$ cat src/rtl/video_timing_gen.sv
// -----------------------------------------------------------------------------
// video_timing_gen
//
// Parametrised raster timing generator on the pixel clock. Produces
// HSYNC/VSYNC, data-enable, raw pixel coordinates and line/frame strobes for
// the HDMI/VGA output path. Defaults give 640x480@60 (800x525 total).
//
// Line order is active, front porch, sync, back porch; frames use the same
// order counted in lines.
//
// Ports:
//   CLK_PIX      in   pixel clock
//   RESET_n      in   asynchronous active-low reset
//   EN           in   clock enable; 0 freezes counters and every output
//   HSYNC        out  horizontal sync, asserted level HS_POL
//   VSYNC        out  vertical sync, asserted level VS_POL
//   DE           out  1 while the presented position is in the active area
//   X, Y         out  raw horizontal / vertical position (CW bits)
//   LINE_START   out  high while X == 0
//   FRAME_START  out  high while X == 0 and Y == 0
//   LED          out  frame-locked heartbeat (heartbeat builds), else 0
//
// Build option:
//   VTG_HEARTBEAT_EN  when defined, LED toggles every HEARTBEAT_FRAMES frames;
//                     when undefined, LED is constant 0 and no counter exists.
// -----------------------------------------------------------------------------
module video_timing_gen #(
    parameter int   H_ACTIVE         = 640,
    parameter int   H_FP             = 16,
    parameter int   H_SYNC           = 96,
    parameter int   H_BP             = 48,
    parameter int   V_ACTIVE         = 480,
    parameter int   V_FP             = 10,
    parameter int   V_SYNC           = 2,
    parameter int   V_BP             = 33,
    parameter logic HS_POL           = 1'b0,
    parameter logic VS_POL           = 1'b0,
    parameter int   CW               = 12,
    parameter int   HEARTBEAT_FRAMES = 30
) (
    input  logic          CLK_PIX,
    input  logic          RESET_n,
    input  logic          EN,
    output logic          HSYNC,
    output logic          VSYNC,
    output logic          DE,
    output logic [CW-1:0] X,
    output logic [CW-1:0] Y,
    output logic          LINE_START,
    output logic          FRAME_START,
    output logic          LED
);

    localparam int H_TOTAL = H_ACTIVE + H_FP + H_SYNC + H_BP;
    localparam int V_TOTAL = V_ACTIVE + V_FP + V_SYNC + V_BP;

    localparam logic [CW-1:0] ZERO     = CW'(0);
    localparam logic [CW-1:0] ONE      = CW'(1);
    localparam logic [CW-1:0] H_LAST   = CW'(H_TOTAL - 1);
    localparam logic [CW-1:0] V_LAST   = CW'(V_TOTAL - 1);
    localparam logic [CW-1:0] H_ACTEND = CW'(H_ACTIVE);
    localparam logic [CW-1:0] V_ACTEND = CW'(V_ACTIVE);
    localparam logic [CW-1:0] HS_START = CW'(H_ACTIVE + H_FP);
    localparam logic [CW-1:0] HS_END   = CW'(H_ACTIVE + H_FP + H_SYNC);
    localparam logic [CW-1:0] VS_START = CW'(V_ACTIVE + V_FP);
    localparam logic [CW-1:0] VS_END   = CW'(V_ACTIVE + V_FP + V_SYNC);

    // The counters always point one position ahead of the outputs: each
    // enabled edge registers the decode of (hc, vc) and advances the counters,
    // so all outputs describe the same position and the first enabled edge
    // after reset presents (0,0).
    logic [CW-1:0] hc_q, hc_d;
    logic [CW-1:0] vc_q, vc_d;
    logic [CW-1:0] x_q, y_q;
    logic          de_q, de_d;
    logic          hs_q, hs_d;
    logic          vs_q, vs_d;
    logic          ls_q, ls_d;
    logic          fs_q, fs_d;

    // Raster counter next state: hc wraps at the line end and carries into vc.
    always_comb begin
        hc_d = hc_q;
        vc_d = vc_q;
        if (EN) begin
            if (hc_q == H_LAST) begin
                hc_d = ZERO;
                if (vc_q == V_LAST) begin
                    vc_d = ZERO;
                end else begin
                    vc_d = vc_q + ONE;
                end
            end else begin
                hc_d = hc_q + ONE;
                vc_d = vc_q;
            end
        end else begin
            hc_d = hc_q;
            vc_d = vc_q;
        end
    end

    // Position decode for the output registers. VSYNC depends on vc only,
    // so it changes exactly when Y changes, i.e. at X == 0.
    always_comb begin
        de_d = (hc_q < H_ACTEND) && (vc_q < V_ACTEND);
        hs_d = ((hc_q >= HS_START) && (hc_q < HS_END)) ? HS_POL : ~HS_POL;
        vs_d = ((vc_q >= VS_START) && (vc_q < VS_END)) ? VS_POL : ~VS_POL;
        ls_d = (hc_q == ZERO);
        fs_d = (hc_q == ZERO) && (vc_q == ZERO);
    end

    // Counter and output registers; EN low holds everything, strobes included.
    always_ff @(posedge CLK_PIX or negedge RESET_n) begin
        if (!RESET_n) begin
            hc_q <= ZERO;
            vc_q <= ZERO;
            x_q  <= ZERO;
            y_q  <= ZERO;
            de_q <= 1'b0;
            hs_q <= ~HS_POL;
            vs_q <= ~VS_POL;
            ls_q <= 1'b0;
            fs_q <= 1'b0;
        end else if (EN) begin
            hc_q <= hc_d;
            vc_q <= vc_d;
            x_q  <= hc_q;
            y_q  <= vc_q;
            de_q <= de_d;
            hs_q <= hs_d;
            vs_q <= vs_d;
            ls_q <= ls_d;
            fs_q <= fs_d;
        end
    end

    assign X           = x_q;
    assign Y           = y_q;
    assign DE          = de_q;
    assign HSYNC       = hs_q;
    assign VSYNC       = vs_q;
    assign LINE_START  = ls_q;
    assign FRAME_START = fs_q;

`ifdef VTG_HEARTBEAT_EN
    localparam int HBW = $clog2(HEARTBEAT_FRAMES + 1);
    localparam logic [HBW-1:0] HB_LAST = HBW'(HEARTBEAT_FRAMES - 1);
    localparam logic [HBW-1:0] HB_ONE  = HBW'(1);

    logic [HBW-1:0] hb_cnt_q, hb_cnt_d;
    logic           led_q, led_d;

    // Frame counter: counts strobes produced on enabled edges; reaching
    // HEARTBEAT_FRAMES toggles LED and clears the count on the same edge.
    always_comb begin
        hb_cnt_d = hb_cnt_q;
        led_d    = led_q;
        if (EN && fs_d) begin
            if (hb_cnt_q == HB_LAST) begin
                hb_cnt_d = {HBW{1'b0}};
                led_d    = ~led_q;
            end else begin
                hb_cnt_d = hb_cnt_q + HB_ONE;
                led_d    = led_q;
            end
        end else begin
            hb_cnt_d = hb_cnt_q;
            led_d    = led_q;
        end
    end

    // Heartbeat state registers.
    always_ff @(posedge CLK_PIX or negedge RESET_n) begin
        if (!RESET_n) begin
            hb_cnt_q <= {HBW{1'b0}};
            led_q    <= 1'b0;
        end else begin
            hb_cnt_q <= hb_cnt_d;
            led_q    <= led_d;
        end
    end

    assign LED = led_q;
`else
    // No heartbeat: LED is constant low. HEARTBEAT_FRAMES is never negative,
    // so this is 0; referencing it keeps the parameter meaningful in both builds.
    assign LED = (HEARTBEAT_FRAMES < 0);
`endif

endmodule

$ cat config.mk
export PLATFORM = sky130hd
export DESIGN_NAME = video_timing_gen
export DESIGN_NICKNAME = d
export VERILOG_FILES = /design/src/rtl/video_timing_gen.sv
export SDC_FILE = /design/constraint.sdc
export NUM_CORES = 1
export LEC_CHECK = 0
export ABC_AREA = 0
export BUFFER_PORTS_ARGS = -buffer_cell sky130_fd_sc_hd__buf_4
export CAP_MARGIN = 40
export CORE_MARGIN = 1.5
export CORE_UTILIZATION = 54
export CTS_CLUSTER_DIAMETER = 120
export DETAILED_ROUTE_END_ITERATION = 7
export HOLD_SLACK_MARGIN = 0.08
export PLACE_DENSITY = 0.76
export SLEW_MARGIN = 15
export SYNTH_ARGS = -nofsm -noshare
export SYNTH_HDL_FRONTEND = slang
export SYNTH_SLANG_ARGS = --single-unit
$ cat constraint.sdc
create_clock -name CLK_PIX -period 2.1 [get_ports CLK_PIX]
set_input_delay 0.315 -clock CLK_PIX [delete_from_list [all_inputs] [get_ports CLK_PIX]]
set_output_delay 0.315 -clock CLK_PIX [all_outputs]
set_load 0.02 [all_outputs]
==> run_results.csv, run 1 <==
group,metric,value,unit
global_route,grt_util_all_layers,19.7,%
status,status,"finished, final reports clean",
timing,hold_ws,0.495,ns
min_path,hold-path-cell-count,3,
detailed_routing,antenna_left,0,
timing,setup_tns,0,ns
logic_synthesis,synth.distinct_cells,35,
pwr,p_leak,0.00135,uW
clock_tree,clock_latency,0.31,ns
die,die_w,69.1,um
worst_setup_path,worst-path-max-fanout,20,
logic_synthesis,synth_ff_type,"dfrtp_1",
worst_setup_path,arrival,2.17,ns
clock_tree,cts_buffers,5,
worst_setup_path,cp.required,2.30,ns
logic_synthesis,synth.net_count,210,
clock_tree,cts.clk_slew.worst_paths,0.09,ns
logic_synthesis,synth_edf_count,0,
worst_setup_path,reg2reg_from,"hc_q[0]",
die,die_h,69.1,um
detailed_routing,vias,1657,
cells_and_area,final_cell_mix,"dfrtp_1, buf_4, mux2_2",
placed_design,port_buffers,31,
detailed_routing,drc,0,
global_route,grt_max_degree,54,
die,core,0.00409,sq mm
worst_setup_path,reg2reg_slack,0.12,ns
timing,slew_violations,0,
timing,final.min_clock_period,1.98,ns
detailed_routing,firstDrtPassIters,4,
logic_synthesis,synthesis.area,0.00236,sq mm
die,ios,33,
global_route,grt_overflow_total,0,
die,die-area,0.00477,sq mm
cells_and_area,diodes,0,
clock_tree,tritoncts,"yes",
pwr,powerDensity,820,mW/mm^2
global_route,grt_pass1_vias,1523,
timing,timing.final.crit_share,94.1,%
min_path,min_from,"EN",
detailed_routing,dr.first_iter.drc_count,168,
placed_design,dpl.hpwl,2980,um
min_path,whs_endpoint,"Y[1]",
worst_setup_path,r2r_end,"hc_q[9]",
logic_synthesis,synth_cells,203,
cells_and_area,area_delta_synth_final,16.4,%
die,initial_utilization,57.7,%
timing,slew_headroom,56.8,%
worst_setup_path,crit_path_end_kind,"register",
logic_synthesis,async_reset_ff_share,100,%
timing,max_freq,506,MHz
timing,rsz0062_at_grt,"yes",
logic_synthesis,synth-warning-count,0,
timing,clock-skew-final,0.00739,ns
clock_tree,cts.sinks,53,
detailed_routing,wl,4380,um
detailed_routing,vias_per_cell,5.73,
cells_and_area,final_common_cell,"dfrtp_1",
worst_setup_path,worstRegToRegCells,6,
die,rows,23,
global_route,grt_pass1_wl,7420,um
worst_setup_path,critPathLaunchType,"register",
cells_and_area,drive_gt1_share,30.1,%
logic_synthesis,seq_area_frac_synth,56.4,%
timing,setup_viol,0,
clock_tree,htreeDepth,2,
cells_and_area,final_util,67.1,%
pwr,worst_ir_drop_vdd,0.456,mV
clock_tree,cts_buffer_depth,2,
global_route,antenna_found_initial,0,
cells_and_area,nFillCells,326,
placed_design,gp_congestion,0.889,
cells_and_area,nets,245,
job,maxCapViolCount,0,
clock_tree,cts_root_buffer,"clkbuf_8",
detailed_routing,wire_per_inst,15.2,um
logic_synthesis,synth_area_per_cell,11.6,sq um
timing,finalHoldViolations,0,
worst_setup_path,worstSetupPathType,"reg -> reg",
timing,tightest_slew,0.648,ns
logic_synthesis,ys_ff_latch,53,
min_path,min_path_type,"in -> reg",
-- synthesized netlist by cell type, drive strengths merged, types with 2 or more instances --
master  number  share of area, %
dfrtp       51                54
mux2        24                11
nand2       13               2.1
nand3       11               2.3
inv          9               1.4
and3         8               2.1
xnor2        8               3.0
nand4        7               1.9
nor4         7               2.1
o21ai        7               1.5
a31oi        6               1.6
nor2         6              0.96
buf          5               1.2
xor2         5               1.9
a21oi        4              0.85
clkbuf       4              0.64
ha           4               2.1
nor3         4              0.85
or3          4               1.1
dfstp        2               2.2
mux2i        2              0.85
nand2b       2              0.53
-- cells by family (layout without fill, tap and decap cells) --
kind of cell / after synthesis / in the layout / share of synthesized area, %
AND/OR/NAND/NOR: 68 / 68 / 16.0
XOR/XNOR: 13 / 13 / 4.83
buffers and inverters: 18 / 54 / 3.24
flip-flops: 53 / 53 / 56.4
other: 1 / 1 / 0.159
multiplexers: 26 / 26 / 12.3
adder cells (fa/ha/maj): 4 / 4 / 2.12
AO/OA/AOI/OAI: 20 / 20 / 4.99
-- registers in the layout, summed over array words and instances, names as in the netlist --
signal / flops
hc_q: 12
DE: 1
FRAME_START: 1
vc_q: 12
LINE_START: 1
Y: 12
X: 12
VSYNC: 1
HSYNC: 1
-- metrics by stage --
step                instances  setup slack, ns  total power [uW]  instance area (sq um)
global placement          280            0.288              1700                   2650
detailed placement        280            0.164              1710                   2650
finish                    289            0.124              2250                   2740
CTS                       289            0.141              2270                   2740
floorplan                 203            0.426              1500                   2360
global route              289          -0.0444              2380                   2740
-- worst max-delay path, stage by stage (launching register included) --
cell and delay, ns:
dfrtp_1 0.41, ha_1 0.22, nand4_1 0.28, nor4_2 0.35, buf_4 0.27, nor2_1 0.07
mux2_2 0.27
-- power by group --
part,internal (uW),switching (uW),total [uW]
Combinational,213,255,468
Clock,231,332,563
Sequential,1130,89.6,1220
-- how the worst max path moves through the flow --
stage	slack, ns	endpoint	startpoint	cells after the start
after floorplan	0.43	hc_q[9]	hc_q[0]	6
after global placement	0.29	hc_q[9]	hc_q[1]	6
after detailed placement	0.16	hc_q[9]	hc_q[0]	6
after CTS	0.14	hc_q[9]	hc_q[0]	6
after global routing	-0.04	vc_q[5]	hc_q[0]	5
final	0.12	hc_q[9]	hc_q[0]	6
-- final cells by class --
type / count / area (sq um) / share of cell area, %
clock inverters: 3 / 17.5 / 0.638
flip-flops and latches: 53 / 1330 / 48.4
well taps: 50 / 62.6 / 2.28
inverters: 9 / 33.8 / 1.23
clock buffers: 5 / 68.8 / 2.51
multi-input cells: 132 / 952 / 34.7
repair buffers: 37 / 280 / 10.2
-- repair_timing --
action / in CTS / in global routing
hold buffers: 1 / 0
buffers inserted: 0 / 0
gates resized for setup: 0 / 0
endpoints found under the hold margin: 51 / 0
setup endpoints to repair: 0 / 1
-- layer usage --
layer | part of all wire, % | up-vias | wire length, um | global-route usage [%]
li1 | - | 789 | - | -
met1 | 50 | 810 | 2210 | 29.6
met2 | 43 | 50 | 1880 | 27.0
met3 | 4.5 | 8 | 198 | 3.65
met4 | 2.1 | 0 | 93 | 10.5
met5 | 0 | - | 0 | 0
No activity file was read; power rests on OpenSTA's default activity.
==> run 2: changes to the inputs <==
--- a/config.mk
+++ b/config.mk
@@ -6,14 +6,14 @@
 export NUM_CORES = 1
 export LEC_CHECK = 0
 export ABC_AREA = 0
-export BUFFER_PORTS_ARGS = -buffer_cell sky130_fd_sc_hd__buf_4
 export CAP_MARGIN = 40
 export CORE_MARGIN = 1.5
 export CORE_UTILIZATION = 54
 export CTS_CLUSTER_DIAMETER = 120
 export DETAILED_ROUTE_END_ITERATION = 7
+export DONT_BUFFER_PORTS = 1
 export HOLD_SLACK_MARGIN = 0.08
-export PLACE_DENSITY = 0.76
+export PLACE_DENSITY = 0.69
 export SLEW_MARGIN = 15
 export SYNTH_ARGS = -nofsm -noshare
 export SYNTH_HDL_FRONTEND = slang
==> run_results.csv, run 2 (same netlist as run 1, synthesis figures left out) <==
group,metric,value,unit
placed_design,dpl.hpwl,2910,um
clock_tree,clock_latency,0.30,ns
timing,slew_headroom,64.6,%
worst_setup_path,path_cells,"ha_1 -> nand4_1 -> nor4_2 -> buf_4 -> nor2_1 -> mux2_2",
cells_and_area,diodes,0,
timing,setup_viol,0,
pwr,p_leak,0.00120,uW
cells_and_area,area_delta_synth_final,8.44,%
placed_design,dp_cells,246,
timing,timing.final.crit_share,92.3,%
timing,max_freq,516,MHz
die,die-area,0.00477,sq mm
worst_setup_path,slowest_delay,0.40,ns
die,initial_utilization,57.7,%
cells_and_area,multi_input_area,952,sq um
global_route,grt_pass1_wl,7650,um
global_route,grt_util_all_layers,20.0,%
detailed_routing,firstDrtPassIters,4,
job,maxCapViolCount,0,
cells_and_area,final_cell_mix,"dfrtp_1, mux2_2, nand2_1",
pwr,powerDensity,893,mW/mm^2
placed_design,port_buffers,0,
cells_and_area,seqCellArea,0.00133,sq mm
global_route,grt_pass1_vias,1581,
timing,tightest_slew,0.527,ns
detailed_routing,drc,0,
clock_tree,cts_hold_buffers,3,
global_route,grt_max_degree,54,
worst_setup_path,crit_slowest_cell,"dfrtp_1",
timing,final.min_clock_period,1.94,ns
clock_tree,cts_buffers,5,
placed_design,gp_congestion,0.919,
detailed_routing,wire_per_inst,17.3,um
detailed_routing,wl,4440,um
die,ios,33,
worst_setup_path,critPathLaunchType,"register",
min_path,min_path_type,"in -> reg",
die,rows,23,
clock_tree,tritoncts,"yes",
clock_tree,cts.clk_slew.worst_paths,0.09,ns
timing,finalHoldViolations,0,
clock_tree,htreeDepth,2,
cells_and_area,final_common_cell,"dfrtp_1",
die,core,0.00409,sq mm
clock_tree,postCtsResizedCells,0,
timing,slew_violations,0,
timing,clock-skew-final,0.0107,ns
worst_setup_path,worstSetupPathType,"reg -> reg",
worst_setup_path,cp.required,2.29,ns
worst_setup_path,worst-path-max-fanout,20,
cells_and_area,drive_gt1_share,18.4,%
detailed_routing,dr.first_iter.drc_count,119,
global_route,antenna_found_initial,0,
worst_setup_path,critical_path_buf_inv_count,1,
die,die_w,69.1,um
clock_tree,cts.sinks,53,
detailed_routing,vias_per_cell,6.17,
timing,setup_tns,0,ns
detailed_routing,antenna_left,0,
clock_tree,postCtsSetupBuffers,0,
cells_and_area,nets,213,
pwr,worst_ir_drop_vdd,0.403,mV
cells_and_area,nFillCells,347,
detailed_routing,vias,1585,
timing,rsz0062_at_grt,"no",
worst_setup_path,crit_path_end_kind,"register",
cells_and_area,stdcell_count,257,
worst_setup_path,crit_family,"simple AND/OR/NAND/NOR gates",
clock_tree,cts_buffer_depth,2,
global_route,grt_overflow_total,0,
clock_tree,cts_root_buffer,"clkbuf_8",
worst_setup_path,arrival,2.13,ns
die,die_h,69.1,um
status,status,"finished, final reports clean",
==> run 2: cell count changes in the layout (fill, tap and decap cells not counted) <==
| cell | change |
|---|---|
| dlygate4sd3_1 | +1 |
| clkinv_2 | -2 |
| clkbuf_1 | +1 |
| clkinvlp_4 | -1 |
| bufinv_16 | +1 |
| buf_4 | -34 |
| clkbuf_8 | +1 |
| buf_16 | +1 |
==> run 2: per-stage QoR <==
stage / power [uW] / hold WS [ns] / utilization (%) / setup WS, ns / cell area [sq um]
after detailed placement: 1570 / 0.0204 / 58.5 / 0.201 / 2390
after CTS: 2290 / 0.105 / 62.6 / 0.160 / 2560
after global placement: 1560 / 0.0205 / 58.5 / 0.286 / 2390
final: 2280 / 0.122 / 62.6 / 0.162 / 2560
after floorplan: 1500 / 0.0194 / - / 0.426 / 2360
after global routing: 2400 / 0.0912 / 62.6 / 0.0387 / 2560
==> run 2: where the power goes <==
part           switching (uW)  internal (uW)  total, uW
clock network             311            389        699
logic                     135            132        267
registers                 187           1130       1320
total                     633           1650       2280
==> run 2: cell type report <==
type,instances,share of cell area [%]
clock inverter,1,1.17
clock buffer,7,3.38
multi-input combinational,132,37.2
tap,50,2.45
sequential,53,52.0
inverter,9,1.32
timing repair buffer,5,2.45
==> run 2: worst paths after layout <==
check	from	to	slack, ns	cells after the start
max in group asynchronous	RESET_n	VSYNC	1.27	2
worst max-delay path	hc_q[0]	hc_q[9]	0.16	6
worst max register to register	hc_q[0]	hc_q[9]	0.16	6
min in group asynchronous	RESET_n	hc_q[8]	0.55	2
worst min register to register	hc_q[11]	hc_q[11]	0.52	1
worst min-delay path	EN	hc_q[1]	0.12	1
==> run 2: routing by layer <==
metal | vias up | track usage, % | routed length (um)
li1 | 731 | - | -
met1 | 793 | 28.0 | 2100
met2 | 51 | 29.1 | 2040
met3 | 10 | 6.73 | 211
met4 | 0 | 7.41 | 95
met5 | - | 0 | 0
